**src/rtl/ofm_csum_calc.sv**
```systemverilog
// Transmit checksum-offload engine: forwards one frame per ctrl entry into the
// outbound buffer and emits its 16-bit ones-complement checksum entry.
module ofm_csum_calc (
    input  logic        mm2s_clk,
    input  logic        mm2s_reset,
    input  logic [63:0] ctrl_fifo_rdata,
    input  logic        ctrl_fifo_empty,
    output logic        ctrl_fifo_rden,
    input  logic [72:0] data_fifo_rdata,
    input  logic        data_fifo_empty,
    output logic        data_fifo_rden,
    output logic [72:0] out_fifo_wdata,
    output logic        out_fifo_wren,
    input  logic        out_fifo_afull,
    output logic [32:0] csum_fifo_wdata,
    output logic        csum_fifo_wren,
    input  logic        csum_fifo_afull,
    output logic [3:0]  ofm_csum_dbg
);

    typedef enum logic [2:0] {
        S_IDLE  = 3'd0,
        S_CTRL  = 3'd1,
        S_DATA  = 3'd2,
        S_FOLD1 = 3'd3,
        S_FOLD2 = 3'd4
    } state_t;

    state_t      state_q, state_d;
    logic [15:0] begin_q, begin_d;
    logic [15:0] insert_q, insert_d;
    logic [1:0]  cntrl_q, cntrl_d;
    logic [31:0] acc_q, acc_d;
    logic [15:0] wcnt_q, wcnt_d;
    logic        out_afull_q, csum_afull_q;
    logic        out_wren_q, out_wren_d;
    logic [72:0] out_wdata_q, out_wdata_d;
    logic        csum_wren_q, csum_wren_d;
    logic [32:0] csum_wdata_q, csum_wdata_d;

    logic [7:0][15:0] lane_idx_s;
    logic [7:0][7:0]  lane_byte_s;
    logic [31:0]      word_sum_s;
    logic [31:0]      fold_s;
    logic [15:0]      res_s;
    logic             ctrl_rden_s, data_rden_s;
    logic             unused_ok_s;

    assign unused_ok_s = ^{ctrl_fifo_rdata[63:50], wcnt_q[15:13]};

    // Mask each lane by keep and by its absolute byte index against cs_begin.
    always_comb begin
        for (int k = 0; k < 8; k++) begin
            lane_idx_s[k] = {wcnt_q[12:0], 3'b000} + 16'(k);
            if (data_fifo_rdata[64 + k] && (lane_idx_s[k] >= begin_q)) begin
                lane_byte_s[k] = data_fifo_rdata[8*k +: 8];
            end else begin
                lane_byte_s[k] = 8'h00;
            end
        end
    end

    // Network order: even lane is the high byte of each 16-bit term.
    always_comb begin
        word_sum_s = 32'h0000_0000;
        for (int j = 0; j < 4; j++) begin
            word_sum_s = word_sum_s + {16'h0000, lane_byte_s[2*j], lane_byte_s[2*j+1]};
        end
    end

    assign fold_s = {16'h0000, acc_q[31:16]} + {16'h0000, acc_q[15:0]};
    assign res_s  = ~fold_s[15:0];

    // Next-state, datapath updates and FIFO strobes.
    always_comb begin
        state_d      = state_q;
        begin_d      = begin_q;
        insert_d     = insert_q;
        cntrl_d      = cntrl_q;
        acc_d        = acc_q;
        wcnt_d       = wcnt_q;
        out_wren_d   = 1'b0;
        out_wdata_d  = out_wdata_q;
        csum_wren_d  = 1'b0;
        csum_wdata_d = csum_wdata_q;
        ctrl_rden_s  = 1'b0;
        data_rden_s  = 1'b0;
        case (state_q)
            S_IDLE: begin
                if (!ctrl_fifo_empty && !csum_afull_q) begin
                    state_d = S_CTRL;
                end else begin
                    state_d = S_IDLE;
                end
            end
            S_CTRL: begin
                ctrl_rden_s = 1'b1;
                begin_d     = ctrl_fifo_rdata[15:0];
                insert_d    = ctrl_fifo_rdata[31:16];
                cntrl_d     = ctrl_fifo_rdata[49:48];
                acc_d       = {16'h0000, ctrl_fifo_rdata[47:32]};
                wcnt_d      = 16'h0000;
                state_d     = S_DATA;
            end
            S_DATA: begin
                data_rden_s = !data_fifo_empty && !out_afull_q;
                if (data_rden_s) begin
                    acc_d       = acc_q + word_sum_s;
                    wcnt_d      = wcnt_q + 16'h0001;
                    out_wren_d  = 1'b1;
                    out_wdata_d = data_fifo_rdata;
                    if (data_fifo_rdata[72]) begin
                        state_d = S_FOLD1;
                    end else begin
                        state_d = S_DATA;
                    end
                end else begin
                    state_d = S_DATA;
                end
            end
            S_FOLD1: begin
                acc_d   = fold_s;
                state_d = S_FOLD2;
            end
            S_FOLD2: begin
                acc_d       = fold_s;
                csum_wren_d = 1'b1;
                case (cntrl_q)
                    2'b00:   csum_wdata_d = {1'b0, insert_q, 16'h0000};
                    2'b10:   csum_wdata_d = {1'b1, insert_q, (res_s == 16'h0000) ? 16'hFFFF : res_s};
                    default: csum_wdata_d = {1'b1, insert_q, res_s};
                endcase
                state_d = S_IDLE;
            end
            default: begin
                state_d = S_IDLE;
            end
        endcase
    end

    // State, datapath and registered outputs.
    always_ff @(posedge mm2s_clk or posedge mm2s_reset) begin
        if (mm2s_reset) begin
            state_q      <= S_IDLE;
            begin_q      <= 16'h0000;
            insert_q     <= 16'h0000;
            cntrl_q      <= 2'b00;
            acc_q        <= 32'h0000_0000;
            wcnt_q       <= 16'h0000;
            out_afull_q  <= 1'b0;
            csum_afull_q <= 1'b0;
            out_wren_q   <= 1'b0;
            out_wdata_q  <= 73'h0;
            csum_wren_q  <= 1'b0;
            csum_wdata_q <= 33'h0;
        end else begin
            state_q      <= state_d;
            begin_q      <= begin_d;
            insert_q     <= insert_d;
            cntrl_q      <= cntrl_d;
            acc_q        <= acc_d;
            wcnt_q       <= wcnt_d;
            out_afull_q  <= out_fifo_afull;
            csum_afull_q <= csum_fifo_afull;
            out_wren_q   <= out_wren_d;
            out_wdata_q  <= out_wdata_d;
            csum_wren_q  <= csum_wren_d;
            csum_wdata_q <= csum_wdata_d;
        end
    end

    assign ctrl_fifo_rden  = ctrl_rden_s;
    assign data_fifo_rden  = data_rden_s;
    assign out_fifo_wren   = out_wren_q;
    assign out_fifo_wdata  = out_wdata_q;
    assign csum_fifo_wren  = csum_wren_q;
    assign csum_fifo_wdata = csum_wdata_q;
    assign ofm_csum_dbg    = {1'b0, state_q};

endmodule

```
**config.mk**
```make
export PLATFORM = sky130hd
export DESIGN_NAME = ofm_csum_calc
export DESIGN_NICKNAME = d
export VERILOG_FILES = /design/src/rtl/ofm_csum_calc.sv
export SDC_FILE = /design/constraint.sdc
export NUM_CORES = 1
export LEC_CHECK = 0
export ABC_AREA = 1
export CORE_UTILIZATION = 47
export CTS_CLUSTER_SIZE = 10
export DETAILED_ROUTE_END_ITERATION = 10
export PLACE_DENSITY = 0.77
export SYNTH_ARGS = -nofsm -noshare
export SYNTH_HDL_FRONTEND = slang
export SYNTH_SLANG_ARGS = --single-unit
```
**constraint.sdc**
```tcl
create_clock -name mm2s_clk -period 5.5 [get_ports mm2s_clk]
set_input_delay 0.55 -clock mm2s_clk [delete_from_list [all_inputs] [get_ports mm2s_clk]]
set_output_delay 0.55 -clock mm2s_clk [all_outputs]
set_load 0.03 [all_outputs]
```
Word level (Yosys, flattened, before mapping):

Cells that the tools add are included.

* register bits after elaboration: 195
* bits of input ports: 143
* output and inout port bits: 114
* logic and storage cells: 86

* add/subtract/negate cells: 13
* order comparisons: 8
* eq/ne operators: 6
* multiplexer cells: 23
* bitwise gates (word level): 1
* reduce and logical (&&, ||, !) cells: 23

Operators with widths (count)
* $ge A16 B16 Y1: 8
* $pmux W32 S3: 1
* $pmux W33 S2: 1
* $add A16 B3 Y16 const B: 4
* $mux W8: 8
* $add A16 B16 Y17: 2
* $add A16 B1 Y16 const B: 2
* $add A16 B2 Y16 const B: 2
* $add A32 B19 Y32: 1
* $mux W16: 2
* $mux W32: 1
* $pmux W16 S2: 1
* $add A18 B16 Y19: 1
* $add A17 B16 Y18: 1
* $logic_not A16 Y1: 1
* $not A16 Y16: 1
* $pmux W3 S4: 1
* $logic_and A1 B1 Y1: 10
* $mux W1: 7
* $eq A3 B2 Y1 const B: 2
* $reduce_and A2 Y1: 3
* $logic_not A1 Y1: 4
* $eq A3 B1 Y1 const B: 1
* $eq A3 B3 Y1 const B: 1
* 8 further kinds: 8

Logic depth before layout (Yosys ltp):

* depth after elaboration: 10
* gate-level depth with buffers: 30
* mapped depth without buffers: 30

Worst setup path after synthesis:

OpenSTA, ideal clock, no wires.

* kind: register -> register
* from: reg wcnt_q[10]
* to: reg acc_q[30]
* setup time: 0.121 ns
* arrival: 4.795 ns
* setup slack: 0.585 ns
* cell stages (with the launch flop): 28
* period minus slack after synthesis: 4.915 ns
* cell sequence: dfrtp_1 ha_1 nand4_1 nor3_1 o21ai_1 inv_1 o21ai_2 o21ai_1 nand3_1 fa_1 inv_1 fa_1 inv_1 fa_1 inv_1 ha_1 nand2_1 inv_1 a21oi_1 nor2_1 nor2_1 nand2_1 nand2_1 nand2_1 nand3_1 nand2_1 nand2_1 nor2_1

* word-level cells in the longest chain between the ends: 10

Ends and longest elaborated chain
* start: declaration: line 34 `logic [15:0] wcnt_q, wcnt_d;`
* start signal: assignment: line 162 `wcnt_q <= wcnt_d;`
* $add A16 B1 Y16 / $add A16 B2 Y16 (equally long branches): line 54 `lane_idx_s[k] = {wcnt_q[12:0], 3'b000} + 16'(k);`
* $ge A16 B16 Y1: line 55 `if (data_fifo_rdata[64 + k] && (lane_idx_s[k] >= begin_q)) begin`
* $logic_and A1 B1 Y1: line 55
* $mux W8: line 55
* $add A16 B16 Y17: line 67 `word_sum_s = word_sum_s + {16'h0000, lane_byte_s[2*j], lane_byte_s[2*j+1]};`
* $add A17 B16 Y18: line 67
* $add A18 B16 Y19 (*): line 67
* $add A32 B19 Y32 (*): line 108 `acc_d = acc_q + word_sum_s;`
* $mux W32 (*): line 107 `if (data_rden_s) begin`
* $pmux W32 S3 (*): line 88 `case (state_q)`
* end signal: assignment: line 148 `acc_q <= 32'h0000_0000;`
* end signal: assignment: line 161 `acc_q <= acc_d;`
* end: declaration: line 33 `logic [31:0] acc_q, acc_d;`

Mark *: on every way between the ends. The rest lies on a longest branch, timed or not. The select of a mux whose other input is x is not followed.
A chain may end at the register's enable or synchronous reset.

Worst setup path after layout:

* from: reg wcnt_q[10]
* to: reg acc_q[19]

Same word-level chain as after synthesis.

==> results.toml <==
[sta]
clock_skew_ns = 0.0126
fmax_mhz = 188
finalCritPeriodShare = 0.967
tightest_slew_ns = 1.07
setup_slack_ns = 0.182
min_period_ns = 5.32
rsz0062_at_grt = "yes"
slew_headroom = 0.289
hold_viol = 0
drv_slew = 0
setup_violations = 0
finalSetupTns_ns = 0

[final_layout]
post-route-util = 0.638
syn_to_final_growth_pct = 32.4
nFillCells = 2184
fin_cells = 2256
fin_nets = 2156
layout-drive-gt1-share = 0.0982

[power_and_ir_drop]
leakagePower_nw = 8.24
powerDensity_mw_per_mm2 = 515
vdd_drop_max_uv = 330

[worst_hold_path]
hold_class = "register to register"
hold_end = "state_q[0]"
holdCritStartpoint = "csum_afull_q"
min_path_cells = 1

[placement]
placedCellCount = 2213
finalWeightedCongestion = 0.925
dp_hpwl_um = 27400
portBuffers = 241
post-place-ws_ns = 0.0306

[cts]
path_clk_slew_ns = 0.09
clock-root-buffer = "clkbuf_16"
clkSinkCount = 192
cts_tree = "yes"
clk_latency_ns = 0.46
cts_buffers = 17
htree_num_levels = 4
cts.path.max_buffers = 2
cts-hold-fix-buffers = 0

[yosys]
yosysSeqAreaShare = 0.392
netlist_area_mm2 = 0.0122
ys_ff_latch = 192
synth_top_area_share = 0.392
yosysMostFrequentCell = "nand2_1"
ys_async_sr_fraction = 1.00
synth_flop_cell = "dfrtp_1"
syn_inst = 1649
syn-num-nets = 1894
synth_area_leaders = "dfrtp_1 (39%), nand2_1 (19%), fa_1 (7.8%)"
synth.avg_cell_area_um2 = 7.43
synthTopCellsByCount = "nand2_1 (629), inv_1 (236), dfrtp_1 (192)"
synthDistinctLibCells = 45
synth_warnings = 0
synth_top_area_cell = "dfrtp_1"
synth-edff-count = 0

[worst_setup_path]
critPathMaxFanout = 7
endpoint_kind = "register"
critPathBufInv = 5
slowest_stage = "fa_1"
cp-start-kind = "register"
reg2reg_to = "acc_q[19]"
r2r-start = "wcnt_q[10]"
cp.required_ns = 5.88
cp.arrival_ns = 5.69
path_class = "register to register"
cp_slowest_stage_delay_ns = 0.52
r2r_setup_slack_ns = 0.18
reg2regPathDepth = 25
critical-path-top-delay-family = "adder cells"

[detailed_routing]
vias_per_cell = 5.26
wl_per_cell_um = 16.5
drc = 0
wl_um = 37100
first_pass_iters = 6
drt_iter0_markers = 1058
routed-via-count = 11900
ant_nets = 0

[floorplanning]
coreArea_mm2 = 0.0254
die_h_um = 163
io_pins = 257
start_util = 0.482
die_area_mm2 = 0.0267
rows = 58
fp.dieW_um = 163

[grt]
grt_overflow = 0
antenna_found_initial = 2
grt_max_degree = 193
grt_usage = 0.277
grt_pass1_vias = 11200
grt_pass1_wl_um = 57000

[run_status]
status = "complete, no violations"

[run]
cap_violations = 0
==> flip-flops by register name (all words and copies together), names as in the netlist <==
name,cells
out_fifo_wdata,73
csum_fifo_wdata,33
acc_q,32
begin_q,16
insert_q,16
wcnt_q,13
state_q,3
cntrl_q,2
csum_afull_q,1
csum_fifo_wren,1
out_afull_q,1
out_fifo_wren,1
==> worst max path at each step <==
stage | start | to | slack [ns] | cells past startpoint
after floorplan | wcnt_q[10] | acc_q[30] | 0.58 | 27
after global placement | wcnt_q[10] | acc_q[28] | 0.15 | 28
after CTS | wcnt_q[10] | acc_q[20] | 0.02 | 26
after global routing | wcnt_q[12] | acc_q[28] | -0.09 | 28
final | wcnt_q[10] | acc_q[19] | 0.18 | 25
after detailed placement | wcnt_q[10] | acc_q[20] | 0.03 | 26
==> stage by stage <==
stage	instance area [um2]	total power [mW]	hold slack [ns]
after floorplan	12200	5.01	0.406
after global placement	15200	6.60	0.412
after detailed placement	15200	6.69	0.426
after CTS	15900	8.12	0.437
after global routing	16200	8.89	0.467
final	16200	8.35	0.432
==> logic make-up after synthesis <==
kind of cell               synth area share
adders and majority gates             0.134
and+or+nand+nor                       0.310
other                              0.000306
AOI/OAI and AO/OA                    0.0722
xor gates and xnor gates           0.000715
DFF                                   0.392
buffers and inverters                0.0903
==> worst reg2reg max path: cells and delay by family, from the launching register on <==
family | cells | cell delay (ns)
AO/OA/AOI/OAI | 6 | 0.87
adder cells (fa/ha/maj) | 6 | 2.39
buffers and inverters | 5 | 0.58
flip-flops | 1 | 0.41
AND/OR/NAND/NOR | 8 | 0.97
==> placed cells by master, fill, tap and decap left out, drive strengths merged, types with 45 or more instances in the layout <==
master,count
o21ai,82
ha,54
buf,45
inv,252
dfrtp,192
nand3,86
a21oi,55
nand2,651
clkdlybuf4s50,241
fa,48
nor2,97
==> metal layers <==
layer / track usage / vias to the layer above / share of wire
met5: 0 / - / 0
met4: 0.108 / 0 / 0.033
met3: 0.0508 / 84 / 0.081
met2: 0.453 / 522 / 0.47
met1: 0.362 / 5591 / 0.42
li1: - / 5661 / -
==> power breakdown <==
part           leakage (nW)  switching [mW]  internal, mW  total, mW
combinational          5.50            2.83          1.79       4.62
clock                 0.313           0.691         0.678       1.37
sequential             2.43           0.366          1.99       2.36
total                  8.24            3.89          4.45       8.35
==> layout make-up <==
type	count	area, um2	area share
Multi-Input combinational cell	1169	6660	0.411
Antenna cell	2	5.00	0.000309
Clock inverter	15	223	0.0137
Tap cell	330	413	0.0255
Inverter	245	923	0.0569
Timing Repair Buffer	286	2760	0.170
Sequential cell	192	4800	0.296
Clock buffer	17	425	0.0262
==> timing repair <==
action                     4_1_cts  5_1_grt
pin swaps                        0       24
resized for setup                6       64
buffers inserted                 0        9
cloned                           0        0
setup endpoints to repair        8       25
(Power assumes the default switching activity.)
